### src/rtl/vip_uart_pkg.sv
// Shared UART verification-IP definitions: the receiver FSM state encoding
// and frame constants used by vip_uart_receiver.
// No ports; imported by the receiver.
package vip_uart_pkg;

  localparam int UART_DATA_BITS = 8;

  typedef enum logic [2:0] {
    ST_IDLE,
    ST_START,
    ST_DATA,
    ST_STOP,
    ST_BREAK
  } uart_rx_state_e;

endpackage

### src/rtl/vip_uart_receiver.sv
// UART 8N1 receiver for capturing a DUT's TX line; oversamples by `scaler` clocks per bit.
// Ports: i_clk/i_nrst clock and async active-low reset; i_rx serial input (idle high);
//        o_rdy byte-valid pulse, o_rdata last good byte, o_err_stop framing-error pulse, o_busy not idle.
module vip_uart_receiver
  import vip_uart_pkg::*;
#(
  parameter int scaler  = 8,
  parameter int instnum = 0
) (
  input  logic       i_clk,
  input  logic       i_nrst,
  input  logic       i_rx,
  output logic       o_rdy,
  output logic [7:0] o_rdata,
  output logic       o_err_stop,
  output logic       o_busy
);

  localparam int CW = $clog2(scaler);
  localparam logic [CW-1:0] CNT_HALF = CW'(scaler / 2 - 1);
  localparam logic [CW-1:0] CNT_FULL = CW'(scaler - 1);
  localparam logic [CW-1:0] CNT_ONE  = CW'(1);
  localparam logic [2:0]    IDX_LAST = 3'(UART_DATA_BITS - 1);

  uart_rx_state_e state_q, state_d;
  logic [CW-1:0]  cnt_q, cnt_d;
  logic [2:0]     idx_q, idx_d;
  logic [7:0]     shift_q, shift_d;
  logic [7:0]     rdata_q, rdata_d;
  logic           rdy_q, rdy_d;
  logic           err_q, err_d;
  logic           sync1_q, sync2_q;
  logic           rxs;

  assign rxs = sync2_q;

  always_comb begin
    state_d = state_q;
    cnt_d   = cnt_q;
    idx_d   = idx_q;
    shift_d = shift_q;
    rdata_d = rdata_q;
    rdy_d   = 1'b0;
    err_d   = 1'b0;
    case (state_q)
      ST_IDLE: begin
        if (!rxs) begin
          state_d = ST_START;
          cnt_d   = '0;
        end
      end
      ST_START: begin
        // Re-check the line half a bit in: a short low pulse is treated as a glitch.
        if (cnt_q == CNT_HALF) begin
          cnt_d = '0;
          if (!rxs) begin
            state_d = ST_DATA;
            idx_d   = '0;
          end else begin
            state_d = ST_IDLE;
          end
        end else begin
          cnt_d = cnt_q + CNT_ONE;
        end
      end
      ST_DATA: begin
        if (cnt_q == CNT_FULL) begin
          // LSB arrives first, so shifting right leaves bit 0 in shift[0] after 8 samples.
          shift_d = {rxs, shift_q[7:1]};
          cnt_d   = '0;
          idx_d   = idx_q + 3'd1;
          if (idx_q == IDX_LAST) state_d = ST_STOP;
        end else begin
          cnt_d = cnt_q + CNT_ONE;
        end
      end
      ST_STOP: begin
        if (cnt_q == CNT_FULL) begin
          cnt_d = '0;
          if (rxs) begin
            rdata_d = shift_q;
            rdy_d   = 1'b1;
            state_d = ST_IDLE;
          end else begin
            err_d   = 1'b1;
            state_d = ST_BREAK;
          end
        end else begin
          cnt_d = cnt_q + CNT_ONE;
        end
      end
      ST_BREAK: begin
        // A held-low line must return high before another start can be seen.
        if (rxs) state_d = ST_IDLE;
      end
      default: state_d = ST_IDLE;
    endcase
  end

  always_ff @(posedge i_clk or negedge i_nrst) begin
    if (!i_nrst) begin
      state_q <= ST_IDLE;
      cnt_q   <= '0;
      idx_q   <= '0;
      shift_q <= '0;
      rdata_q <= '0;
      rdy_q   <= 1'b0;
      err_q   <= 1'b0;
      sync1_q <= 1'b1;
      sync2_q <= 1'b1;
    end else begin
      state_q <= state_d;
      cnt_q   <= cnt_d;
      idx_q   <= idx_d;
      shift_q <= shift_d;
      rdata_q <= rdata_d;
      rdy_q   <= rdy_d;
      err_q   <= err_d;
      sync1_q <= i_rx;
      sync2_q <= sync1_q;
    end
  end

  assign o_rdy      = rdy_q;
  assign o_rdata    = rdata_q;
  assign o_err_stop = err_q;
  assign o_busy     = (state_q != ST_IDLE);

`ifndef SYNTHESIS
  always_ff @(posedge i_clk) begin
    if (rdy_q) begin
      if (rdata_q >= 8'h20 && rdata_q < 8'h7f)
        $display("vip_uart_receiver[%0d]: rx '%c'", instnum, rdata_q);
      else
        $display("vip_uart_receiver[%0d]: rx 0x%02h", instnum, rdata_q);
    end
  end
`endif

endmodule

### config.mk
export PLATFORM = sky130hd
export DESIGN_NAME = vip_uart_receiver
export DESIGN_NICKNAME = d
export VERILOG_FILES = /design/src/rtl/vip_uart_pkg.sv /design/src/rtl/vip_uart_receiver.sv
export SDC_FILE = /design/constraint.sdc
export NUM_CORES = 1
export LEC_CHECK = 0
export ABC_AREA = 0
export CORE_UTILIZATION = 29
export CTS_CLUSTER_DIAMETER = 200
export CTS_CLUSTER_SIZE = 40
export DETAILED_ROUTE_END_ITERATION = 10
export GPL_TIMING_DRIVEN = 0
export PLACE_DENSITY = 0.55
export SYNTH_ARGS = -nofsm -noshare
export SYNTH_HDL_FRONTEND = slang
export SYNTH_SLANG_ARGS = --single-unit
### constraint.sdc
create_clock -name i_clk -period 1.86 [get_ports i_clk]
set_input_delay 0.186 -clock i_clk [delete_from_list [all_inputs] [get_ports i_clk]]
set_output_delay 0.186 -clock i_clk [all_outputs]
set_load 0.02 [all_outputs]
# After elaboration in Yosys (flattened, before gate mapping)
# Cells that the tools add are included.
[totals]
reg_bits = 29
inputBits = 3
out_inout_bits = 11
[classes]
addsub = 2
eq_ne = 14
muxes = 22
n_reduce_logical = 10
[ops]
columns = ["operator", "n"]
rows = [
  ["$mux 3", 12],
  ["$pmux 3 s5", 1],
  ["$ne 2x2->1 const B", 7],
  ["$eq 3x2->1 const B", 3],
  ["$eq 3x3->1 const B", 3],
  ["$pmux 3 s3", 1],
  ["$add 3x1->3 const B", 2],
  ["$mux 1", 6],
  ["$pmux 3 s2", 1],
  ["$reduce_and 6->1", 1],
  ["$reduce_bool 3->1", 2],
  ["$reduce_and 2->1", 2],
  ["$reduce_and 4->1", 1],
  ["$eq 3x1->1 const B", 1],
  ["$logic_not 3->1", 1],
  ["$reduce_and 3->1", 1],
  ["$mux 2", 1],
  ["$reduce_bool 2->1", 1],
  ["$reduce_or 2->1", 1],
]

# Logic depth before layout (Yosys ltp)
# Gate-level depths: netlist (run 1).
[depth]
word_depth = 4
depth_mapped = 6

# Least setup slack after synthesis (run 1)
# No wires, ideal clock.
[synth_path]
path_kind = "register to register"
startpoint = "register cnt_q[0]"
endpoint = "register shift_q[1]"
setup_ps = 127
t_arrival_ps = 1593
required_time_ps = 1733
path_slack_ps = 140
stages_incl_launch_ff = 6
n_path_buf = 1
synth_period_minus_slack_ps = 1720
cell_sequence = "dfrtp_1 ha_1 ha_1 and4bb_2 buf_4 mux2_1"
[synth_between]
elab_chain_cells = 2
[synth_rtl]
columns = ["item", "line", "text"]
rows = [
  ["start: declaration", "vip_uart_receiver.sv:26", "logic [CW-1:0] cnt_q, cnt_d;"],
  ["start signal: assignment", "vip_uart_receiver.sv:113", "cnt_q <= cnt_d;"],
  ["$eq 3x3->1", "vip_uart_receiver.sv:67", "if (cnt_q == CNT_FULL) begin"],
  ["$reduce_and 2->1 (no source line)", "--", ""],
  ["end signal: assignment", "vip_uart_receiver.sv:115", "shift_q <= shift_d;"],
  ["end: declaration", "vip_uart_receiver.sv:28", "logic [7:0] shift_q, shift_d;"],
]
# No other way between the ends.
# A chain may end at the register's enable or synchronous reset.

# Final worst setup path (run 1)
[layout_path]
startpoint = "register cnt_q[0]"
endpoint = "register shift_q[4]"
# The elaborated chain is that of the path after synthesis.

==> load_flow_metrics.sql, run 1 <==
INSERT INTO impl_metrics (metric_group, metric, value, unit) VALUES
('clocking', 'clk-insertion-delay-late', '280', 'ps'),
('synth', 'ys_seq_area_share', '55.1', '%'),
('global_routing', 'grt_antenna_before_repair', '0', ''),
('critical_path', 'worstPathMaxFanout', '10', ''),
('die', 'coreArea', '4350', 'um2'),
('synth', 'synth_edf_count', '0', ''),
('critical_path', 'timing.critical_path.slowest_cell_delay', '370', 'ps'),
('global_routing', 'first_global_vias', '807', ''),
('clocking', 'cts_tree', 'yes', ''),
('critical_path', 'timing.critical_path.from_type', 'flip-flop', ''),
('route', 'num_vias', '759', ''),
('critical_path', 'critical_path_arrival', '1920', 'ps'),
('cells_and_area', 'area_overhead_of_the_layout_relative_to_synthesis', '25.0', '%'),
('synth', 'mappedNetlistArea', '1320', 'um2'),
('clocking', 'clock_root_buffer', 'clkbuf_8', ''),
('clocking', 'cts_made_buffers', '5', ''),
('sta', 'final-hold-violation-count', '0', ''),
('critical_path', 'critical_path.top_delay_family', 'adder cells', ''),
('die', 'fp.dieH', '69.5', 'um'),
('clocking', 'cts-root-to-sink-buffers', '2', ''),
('place', 'finalWeightedCongestion', '0.695', ''),
('sta', 'rsz0062_at_grt', 'false', ''),
('route', 'drt-wirelength-per-cell', '13.0', 'um'),
('critical_path', 'worstSetupPathType', 'flip-flop to flip-flop', ''),
('global_routing', 'grt_start_max_net_pins', '30', ''),
('pwr', 'power-per-cell-area', '1110', 'nW/um2'),
('status', 'run_status', 'finished clean', ''),
('route', 'post-route-drc-count', '0', ''),
('clocking', 'clk_pin_slew', '60', 'ps'),
('critical_path', 'crit_path_top_delay_cell', 'dfrtp_1', ''),
('sta', 'tightest_slew', '638', 'ps'),
('cells_and_area', 'stdcell_count', '170', ''),
('clocking', 'clock-sinks', '29', ''),
('sta', 'fmax', '0.568', 'GHz'),
('sta', 'final.setup_skew', '7.10', 'ps'),
('critical_path', 'critical_path.n_buffers_inverters', '1', ''),
('synth', 'synthesis.yosys.warnings', '0', ''),
('synth', 'synth_async_sr_flop_share', '100', '%'),
('sta', 'setup-violations-final', '0', ''),
('die', 'start_util', '30.4', '%'),
('place', 'buffer_ports.inserted', '13', ''),
('die', 'die-area', '4830', 'um2'),
('die', 'placement_rows', '24', ''),
('route', 'detail_route.vias_per_cell', '4.46', ''),
('critical_path', 'endpoint_kind', 'flip-flop', ''),
('synth', 'post_synth_num_cell_types', '26', ''),
('synth', 'avgSynthCellArea', '13.8', 'um2'),
('cells_and_area', 'final_net_count', '126', ''),
('critical_path', 'cp_data_required_time', '2020', 'ps'),
('die', 'boundaryPins', '14', ''),
('die', 'die_width', '69.5', 'um'),
('sta', 'min_period_over_period', '94.7', '%'),
('critical_path', 'cp_cell_sequence', 'ha_2, ha_4, and4bb_2, buf_4, mux2_1', ''),
('cells_and_area', 'proportion_of_layout_cells_with_a_drive_suffix_above_1', '24.6', '%'),
('global_routing', 'grt_first_pass_wirelength', '3880', 'um'),
('worst_hold_path', 'holdCritPathClass', 'primary input to flip-flop', ''),
('synth', 'mappedNetlistNets', '105', ''),
('synth', 'synth-seq-cells', '29', ''),
('sta', 'final.setup.tns', '0', 'ps'),
('route', 'initialDrtViolationCount', '41', ''),
('place', 'place.detailed.instances', '161', ''),
('global_routing', 'grtUsageTotal', '10.6', '%'),
('global_routing', 'overflow', '0', ''),
('place', 'hpwlAfterDp', '1520', 'um'),
('job', 'maximum_capacitance_violations', '0', ''),
('route', 'drt-total-wl', '2200', 'um'),
('cells_and_area', 'num_antenna_cells', '0', ''),
('synth', 'postSynthCellCount', '96', ''),
('synth', 'synth_top_flop_cell', 'dfrtp_1', ''),
('sta', 'finalWorstPathRequiredPeriod', '1760', 'ps'),
('clocking', 'cts_max_level', '2', ''),
('sta', 'max-slew-margin-rel', '57.5', '%'),
('pwr', 'max-vdd-ir-drop', '0.000259', 'V'),
('route', 'ant_nets', '0', ''),
('sta', 'slew_viol_final', '0', ''),
('route', 'detail_route.first_pass.iterations', '4', ''),
('pwr', 'p_leak', '0.806', 'nW');
-- metrics by stage --
step                      power [W]  hold WS, ps  util (%)  setup slack, ps  area, um2
after floorplan             0.00107         -110         -              140       1320
after global placement      0.00116          348      34.9            -21.4       1520
after detailed placement    0.00119          347      34.9             -101       1520
after CTS                   0.00186          309      37.8             38.5       1650
after global routing        0.00197          299      38.0             9.02       1650
final                       0.00184          316      38.0             99.1       1650
-- registers in the layout (all words and copies together), names as in the netlist --
register	count
cnt_q	3
idx_q	3
o_err_stop	1
o_rdata	8
o_rdy	1
rxs	1
shift_q	8
state_q	3
sync1_q	1
-- what timing repair did --
| item | 4_1_cts | 5_1_grt |
|---|---|---|
| hold endpoints to repair | 0 | 27 |
| resized for setup | 3 | 1 |
| setup endpoints to repair | 14 | 5 |
| setup buffers | 0 | 0 |
| hold buffers | 0 | 1 |
-- worst register-to-register path: cells and delay by family, from the launching register on --
kind                       cells  cell delay [ps]
muxes                          1              340
buffers and inverters          1              190
adders and majority gates      2              440
and+or+nand+nor                1              300
DFF                            1              370
-- final timing paths --
kind,from,to,slack [ps],depth (start not counted)
hold reg to reg,sync1_q$_DFF_PN1_,rxs$_DFF_PN1_,350,0
max in group asynchronous,i_nrst,idx_q[0]$_DFFE_PN0P_,970,2
min in group asynchronous,i_nrst,shift_q[0]$_DFFE_PN0P_,470,2
setup / recovery,cnt_q[0]$_DFFE_PN0P_,shift_q[4]$_DFFE_PN0P_,100,5
hold / removal,i_rx,sync1_q$_DFF_PN1_,320,1
setup reg to reg,cnt_q[0]$_DFFE_PN0P_,shift_q[4]$_DFFE_PN0P_,100,5
-- logic make-up (layout without fill, tap and decap cells) --
kind of cell / Yosys count / in the layout / synth area share (%)
flip-flops: 29 / 29 / 55.1
AO/OA/AOI/OAI: 12 / 12 / 5.20
multiplexers: 20 / 20 / 20.2
adder cells (fa/ha/maj): 6 / 6 / 5.68
AND/OR/NAND/NOR: 19 / 19 / 9.37
buffers and inverters: 10 / 32 / 4.54
-- power breakdown --
group,internal [W],leakage [nW],total (W),switching (W)
logic,0.000208,0.360,0.000415,0.000207
clock network,0.000436,0.0585,0.000666,0.000230
registers,0.000709,0.387,0.000760,0.0000511
total,0.00135,0.806,0.00184,0.000488
-- cells in the mapped netlist (2+ instances only) --
cell | number | area, um2
o21ai_0 | 2 | 10.0
dfstp_2 | 2 | 52.6
mux2_4 | 8 | 120
nor2_1 | 3 | 11.3
a21oi_1 | 4 | 20.0
nand2_1 | 8 | 30.0
ha_1 | 6 | 75.1
mux2_1 | 10 | 113
inv_1 | 5 | 18.8
buf_4 | 4 | 30.0
dfrtp_1 | 27 | 676
o21ai_1 | 3 | 15.0
-- layout make-up --
class / count / area (um2)
well taps: 52 / 65.1
clock inverters: 1 / 30.0
fillers: 404 / 2700
clock buffers: 7 / 86.3
multi-input cells: 57 / 549
inverters: 5 / 18.8
flip-flops and latches: 29 / 728
plain buffers: 5 / 41.3
repair buffers: 14 / 134
-- routing by layer --
metal  up-vias  part of all wire, %  GRT usage, %
met5         -                    0             0
met4         0                  2.1          6.80
met3         4                  2.6          3.05
met2        14                   48          16.1
met1       373                   47          13.1
li1        368                    -             -
-- cell usage in the layout, fill, tap and decap left out, types with 2 or more instances in the layout --
cell type        Yosys  routed
mux2_4               8       8
inv_1                5       5
dfrtp_1             27      27
dfstp_2              2       2
clkdlybuf4s50_1      0      11
buf_4                4       4
mux2_1              10      10
ha_1                 6       4
o21ai_0              2       2
nand2_1              8       8
a21oi_1              4       4
o21ai_1              3       3
clkbuf_8             0       6
nor2_1               3       3
No activity file was read; power rests on OpenSTA's default activity.
==> inputs of run 2 (changes only) <==
Clock period 1.86 ns to 1.72 ns, I/O delays scaled along.
==> run 2 against run 1 <==
Non-clock buffer count rose by 1. Critical endpoint is now o_rdata[4]$_DFFE_PN0P_. Highest routed layer unchanged. Via count rose by 4.0%. Worst hold slack got worse by 12 ps. Die area did not move. Design area rose by 1.3%. Setup slack got worse by 47 ps. Critical path depth rose by 1. Utilization rose by 0.49 points. Wire length rose by 3.3%. Clock power rose by 7.8%. Combinational power rose by 13%. Critical path type unchanged. Largest cell class unchanged. First-iteration DRC count fell by 41%.
==> load_flow_metrics.sql, run 2 (same netlist as run 1, synthesis figures left out) <==
INSERT INTO impl_metrics (metric_group, metric, value, unit) VALUES
('die', 'die_width', '69.5', 'um'),
('cells_and_area', 'final_cell_mix', '27 x dfrtp_1, 11 x clkdlybuf4s50_1, 10 x mux2_1, 8 x mux2_4, 8 x nand2_1', ''),
('die', 'fp.dieH', '69.5', 'um'),
('clocking', 'clock-sinks', '29', ''),
('critical_path', 'timing.critical_path.slowest_cell_delay', '410', 'ps'),
('die', 'coreArea', '4350', 'um2'),
('clocking', 'cts-root-to-sink-buffers', '2', ''),
('die', 'placement_rows', '24', ''),
('pwr', 'power-per-cell-area', '1210', 'nW/um2'),
('die', 'die-area', '4830', 'um2'),
('cells_and_area', 'proportion_of_layout_cells_with_a_drive_suffix_above_1', '25.2', '%'),
('clocking', 'clk_pin_slew', '60', 'ps'),
('critical_path', 'worstPathMaxFanout', '9', ''),
('sta', 'final.setup.tns', '0', 'ps'),
('route', 'ant_nets', '0', ''),
('sta', 'setup-violations-final', '0', ''),
('sta', 'min_period_over_period', '97.0', '%'),
('sta', 'fmax', '0.599', 'GHz'),
('sta', 'finalWorstPathRequiredPeriod', '1670', 'ps'),
('critical_path', 'worst-r2r-setup-slack', '50', 'ps'),
('clocking', 'cts_max_level', '2', ''),
('critical_path', 'critical_path.n_buffers_inverters', '1', ''),
('place', 'finalWeightedCongestion', '0.681', ''),
('critical_path', 'r2r_cells', '6', ''),
('critical_path', 'cp_data_required_time', '1880', 'ps'),
('critical_path', 'worstSetupPathType', 'flip-flop to flip-flop', ''),
('cells_and_area', 'final_net_count', '127', ''),
('cells_and_area', 'fillerInstances', '411', ''),
('sta', 'rsz0062_at_grt', 'false', ''),
('job', 'maximum_capacitance_violations', '0', ''),
('clocking', 'cts_made_buffers', '5', ''),
('clocking', 'clock_root_buffer', 'clkbuf_8', ''),
('global_routing', 'overflow', '0', ''),
('critical_path', 'critical_path_arrival', '1830', 'ps'),
('global_routing', 'first_global_vias', '812', ''),
('pwr', 'p_leak', '0.813', 'nW'),
('cells_and_area', 'area_overhead_of_the_layout_relative_to_synthesis', '26.6', '%'),
('sta', 'fin_worst_hold_slack', '304', 'ps'),
('route', 'drt-wirelength-per-cell', '13.3', 'um'),
('critical_path', 'worst_path_most_repeated_cell', 'ha_4', ''),
('cells_and_area', 'num_antenna_cells', '0', ''),
('route', 'drt-total-wl', '2280', 'um'),
('worst_hold_path', 'worst_hold_path.num_cells', '1', ''),
('critical_path', 'critical_path.reg2reg.endpoint', 'o_rdata[4]$_DFFE_PN0P_', ''),
('route', 'initialDrtViolationCount', '24', ''),
('global_routing', 'grtUsageTotal', '10.8', '%'),
('place', 'place.detailed.instances', '161', ''),
('route', 'detail_route.first_pass.iterations', '4', ''),
('sta', 'final-hold-violation-count', '0', ''),
('route', 'num_vias', '789', ''),
('critical_path', 'timing.critical_path.from_type', 'flip-flop', ''),
('sta', 'max-slew-margin-rel', '57.0', '%'),
('critical_path', 'timing.rr.start', 'cnt_q[0]$_DFFE_PN0P_', ''),
('global_routing', 'grt_antenna_before_repair', '0', ''),
('die', 'boundaryPins', '14', ''),
('critical_path', 'crit_path_top_delay_cell', 'dfrtp_1', ''),
('pwr', 'max-vdd-ir-drop', '0.000448', 'V'),
('global_routing', 'grt_first_pass_wirelength', '3910', 'um'),
('critical_path', 'critical_path.top_delay_family', 'flip-flops', ''),
('place', 'buffer_ports.inserted', '13', ''),
('sta', 'tightest_slew', '646', 'ps'),
('die', 'start_util', '30.4', '%'),
('clocking', 'clk-insertion-delay-late', '280', 'ps'),
('clocking', 'cts_tree', 'yes', ''),
('worst_hold_path', 'holdCritPathClass', 'primary input to flip-flop', ''),
('route', 'post-route-drc-count', '0', ''),
('critical_path', 'cp_cell_sequence', 'ha_4, ha_4, nand4b_4, or2_1, buf_6, mux2_4', ''),
('cells_and_area', 'finish.utilization', '38.4', '%'),
('sta', 'slew_viol_final', '0', ''),
('critical_path', 'endpoint_kind', 'flip-flop', ''),
('cells_and_area', 'layout.cells.most_common', 'dfrtp_1', ''),
('worst_hold_path', 'timing.hold.worst.start', 'i_rx', ''),
('place', 'hpwlAfterDp', '1500', 'um'),
('cells_and_area', 'stdcell_count', '171', ''),
('sta', 'final.setup_skew', '6.12', 'ps'),
('worst_hold_path', 'worstHoldEndpoint', 'sync1_q$_DFF_PN1_', ''),
('route', 'detail_route.vias_per_cell', '4.61', ''),
('status', 'run_status', 'finished clean', ''),
('global_routing', 'grt_start_max_net_pins', '30', ''),
('pwr', 'fin_total_pwr', '0.00202', 'W');
==> run 2: layer usage <==
metal / routed length, um / part of all wire (%) / global-route usage (%)
met1: 1040 / 46 / 13.0
met5: 0 / 0 / 0
met3: 51 / 2.2 / 3.05
met4: 65 / 2.9 / 7.48
met2: 1120 / 49 / 16.7
==> run 2: report_power, final <==
part           switching [W]  total [W]  internal [W]  leakage (nW)
Clock               0.000246   0.000718      0.000471        0.0585
Combinational       0.000232   0.000469      0.000237         0.368
Sequential         0.0000673   0.000834      0.000767         0.387
==> run 2: worst max path at each step <==
stage,from,to,slack [ps],cells past startpoint
after detailed placement,cnt_q[0]$_DFFE_PN0P_,shift_q[3]$_DFFE_PN0P_,-120,5
after CTS,cnt_q[0]$_DFFE_PN0P_,o_rdata[4]$_DFFE_PN0P_,20,6
after global placement,cnt_q[0]$_DFFE_PN0P_,shift_q[5]$_DFFE_PN0P_,-80,5
after floorplan,cnt_q[0]$_DFFE_PN0P_,shift_q[1]$_DFFE_PN0P_,60,5
after global routing,cnt_q[0]$_DFFE_PN0P_,o_rdata[1]$_DFFE_PN0P_,0.8,6
final,cnt_q[0]$_DFFE_PN0P_,o_rdata[4]$_DFFE_PN0P_,50,6
==> run 2: worst reg2reg max path, delay by kind of cell (launching register included) <==
family        cells  cell delay (ps)
buf+inv           1              150
fa+ha+maj         2              360
flops             1              410
mux               1              300
simple gates      2              330
==> run 2: layout make-up <==
type                       count  area (um2)  share of cell area [%]
inverter                       5        18.8                    1.12
sequential                    29         728                    43.5
buffer                         5        45.0                    2.69
timing repair buffer          15         141                    8.45
clock inverter                 1        30.0                    1.79
multi-input combinational     57         559                    33.4
clock buffer                   7        86.3                    5.16
tap                           52        65.1                    3.89
==> run 2: timing repair <==
| item | CTS | global route |
|---|---|---|
| resized for setup | 4 | 1 |
| endpoints found under the setup margin | 14 | 10 |
| pin swaps | 1 | 0 |
| endpoints found under the hold margin | 0 | 27 |
| hold buffers | 0 | 1 |
| buffers inserted | 1 | 0 |
==> run 2: through the flow <==
step	setup slack, ps	cell area, um2
after floorplan	60.3	1330
after global placement	-82.1	1520
after detailed placement	-123	1520
after CTS	21.8	1660
after global routing	0.823	1670
final	51.9	1670
==> inputs of run 3 (changes only) <==
Settings changed: PLACE_DENSITY 0.55 to 0.49.
==> run 3 against run 2 <==
Setup slack better by 16 ps. Register-to-register slack improved by 30 ps. Sequential power is essentially flat. Sequential share of layout area hardly changed. First-iteration DRC count up 8.3%. Worst hold slack improved by 23 ps. Design area about the same. Maximum frequency rose by 0.97%. Clock-buffer cell count is 1 lower. Cell count increased by 0.58%. Global-route usage fell by 0.40 points.
==> load_flow_metrics.sql, run 3 (same netlist as run 1, synthesis figures left out) <==
INSERT INTO impl_metrics (metric_group, metric, value, unit) VALUES
('status', 'run_status', 'finished clean', ''),
('critical_path', 'worstPathMaxFanout', '10', ''),
('clocking', 'clock-sinks', '29', ''),
('global_routing', 'grt_first_pass_wirelength', '3910', 'um'),
('route', 'initialDrtViolationCount', '26', ''),
('critical_path', 'crit_path_top_delay_cell', 'dfrtp_1', ''),
('critical_path', 'critical_path.top_delay_family', 'buffers and inverters', ''),
('global_routing', 'grt_start_max_net_pins', '30', ''),
('critical_path', 'critical_path.reg2reg.endpoint', 'o_rdata[3]$_DFFE_PN0P_', ''),
('clocking', 'clk_pin_slew', '60', 'ps'),
('sta', 'setup-violations-final', '0', ''),
('clocking', 'cts_max_level', '2', ''),
('global_routing', 'grtUsageTotal', '10.4', '%'),
('sta', 'min_period_over_period', '96.0', '%'),
('critical_path', 'timing.critical_path.slowest_cell_delay', '360', 'ps'),
('cells_and_area', 'num_antenna_cells', '0', ''),
('global_routing', 'overflow', '0', ''),
('die', 'boundaryPins', '14', ''),
('pwr', 'p_leak', '0.815', 'nW'),
('route', 'num_vias', '785', ''),
('critical_path', 'cp.depth', '3', ''),
('sta', 'final.setup.tns', '0', 'ps'),
('place', 'hpwlAfterDp', '1460', 'um'),
('cells_and_area', 'final_cell_mix', '27 x dfrtp_1, 11 x clkdlybuf4s50_1, 10 x mux2_1, 8 x mux2_4, 8 x nand2_1', ''),
('sta', 'finalWorstPathRequiredPeriod', '1650', 'ps'),
('sta', 'final.setup_skew', '11.6', 'ps'),
('pwr', 'power-per-cell-area', '1180', 'nW/um2'),
('clocking', 'clk-insertion-delay-late', '280', 'ps'),
('cells_and_area', 'final_net_count', '128', ''),
('sta', 'fmax', '0.605', 'GHz'),
('critical_path', 'timing.critical_path.from_type', 'flip-flop', ''),
('pwr', 'fin_total_pwr', '0.00198', 'W'),
('global_routing', 'first_global_vias', '793', ''),
('route', 'ant_nets', '0', ''),
('worst_hold_path', 'holdCritPathClass', 'primary input to flip-flop', ''),
('clocking', 'cts_tree', 'yes', ''),
('critical_path', 'worstSetupPathType', 'flip-flop to output port', ''),
('critical_path', 'r2r_cells', '6', ''),
('sta', 'final-hold-violation-count', '0', ''),
('critical_path', 'worst-r2r-setup-slack', '80', 'ps'),
('cells_and_area', 'proportion_of_layout_cells_with_a_drive_suffix_above_1', '25.8', '%'),
('route', 'detail_route.first_pass.iterations', '4', ''),
('job', 'maximum_capacitance_violations', '0', ''),
('critical_path', 'cp_data_required_time', '1550', 'ps'),
('clocking', 'cts_made_buffers', '5', ''),
('clocking', 'cts-root-to-sink-buffers', '2', ''),
('critical_path', 'critical_path.n_buffers_inverters', '2', ''),
('critical_path', 'worstSetupEndpoint', 'o_busy', ''),
('die', 'start_util', '30.4', '%'),
('place', 'buffer_ports.inserted', '13', ''),
('sta', 'rsz0062_at_grt', 'false', ''),
('cells_and_area', 'layout.cells.most_common', 'dfrtp_1', ''),
('sta', 'slew_viol_final', '0', ''),
('global_routing', 'grt_antenna_before_repair', '0', ''),
('die', 'coreArea', '4350', 'um2'),
('critical_path', 'cp_cell_sequence', 'buf_4, or3_1, dlygate4sd2_1', ''),
('place', 'finalWeightedCongestion', '0.689', ''),
('critical_path', 'endpoint_kind', 'output port', ''),
('critical_path', 'startpoint', 'state_q[0]$_DFFE_PN0P_', ''),
('critical_path', 'critical_path_arrival', '1480', 'ps'),
('route', 'drt-total-wl', '2150', 'um'),
('die', 'placement_rows', '24', ''),
('pwr', 'max-vdd-ir-drop', '0.000379', 'V'),
('route', 'drt-wirelength-per-cell', '12.5', 'um'),
('die', 'die-area', '4830', 'um2'),
('route', 'detail_route.vias_per_cell', '4.56', ''),
('sta', 'max-slew-margin-rel', '57.3', '%'),
('route', 'post-route-drc-count', '0', ''),
('critical_path', 'timing.rr.start', 'cnt_q[0]$_DFFE_PN0P_', ''),
('sta', 'tightest_slew', '641', 'ps'),
('sta', 'fin_worst_hold_slack', '327', 'ps'),
('die', 'die_width', '69.5', 'um'),
('cells_and_area', 'area_overhead_of_the_layout_relative_to_synthesis', '26.5', '%'),
('clocking', 'clock_root_buffer', 'clkbuf_8', ''),
('die', 'fp.dieH', '69.5', 'um');
## run 3: worst min path at each step
stage                 startpoint              endpoint  cells past startpoint
2_1_floorplan             i_nrst  cnt_q[0]$_DFFE_PN0P_                      0
3_3_place_gp   sync1_q$_DFF_PN1_         rxs$_DFF_PN1_                      0
3_5_place_dp   sync1_q$_DFF_PN1_         rxs$_DFF_PN1_                      0
4_1_cts                     i_rx     sync1_q$_DFF_PN1_                      1
5_1_grt                     i_rx     sync1_q$_DFF_PN1_                      1
6_report                    i_rx     sync1_q$_DFF_PN1_                      1
## run 3: stage by stage
| step | cells | setup WS, ps | area, um2 | utilization (%) |
|---|---|---|---|---|
| global route | 172 | 9.57 | 1670 | 38.4 |
| floorplan | 96 | 60.3 | 1330 | - |
| detailed placement | 161 | -114 | 1520 | 34.9 |
| CTS | 169 | 6.37 | 1640 | 37.7 |
| finish | 172 | 68.0 | 1670 | 38.4 |
| global placement | 161 | -86.1 | 1520 | 34.9 |
## run 3: layout make-up
type / count / area (um2)
Tap cell: 52 / 65.1
Clock buffer: 6 / 72.6
Clock inverter: 2 / 35.0
Buffer: 5 / 45.0
Timing Repair Buffer: 16 / 149
Multi-Input combinational cell: 57 / 559
Inverter: 5 / 18.8
Sequential cell: 29 / 728
Fill cell: 403 / 2680
## run 3: metal layers
| metal | share of wire (%) | vias to the layer above | track usage (%) |
|---|---|---|---|
| met1 | 49 | 390 | 12.9 |
| met3 | 3.3 | 5 | 2.76 |
| li1 | - | 375 | - |
| met5 | 0 | - | 0 |
| met4 | 2.7 | 0 | 6.80 |
| met2 | 45 | 15 | 16.0 |
## run 3: where the power goes
group,internal (W),switching [W],total (W)
clock,0.000429,0.000248,0.000677
combinational,0.000248,0.000227,0.000474
sequential,0.000767,0.0000640,0.000831
## run 3: repair_timing
item                                   4_1_cts  5_1_grt
pin swaps                                    0        1
gates resized for setup                      4        1
setup buffers                                0        2
setup endpoints to repair                   14       13
endpoints found under the hold margin        0       27
hold buffers                                 0        1
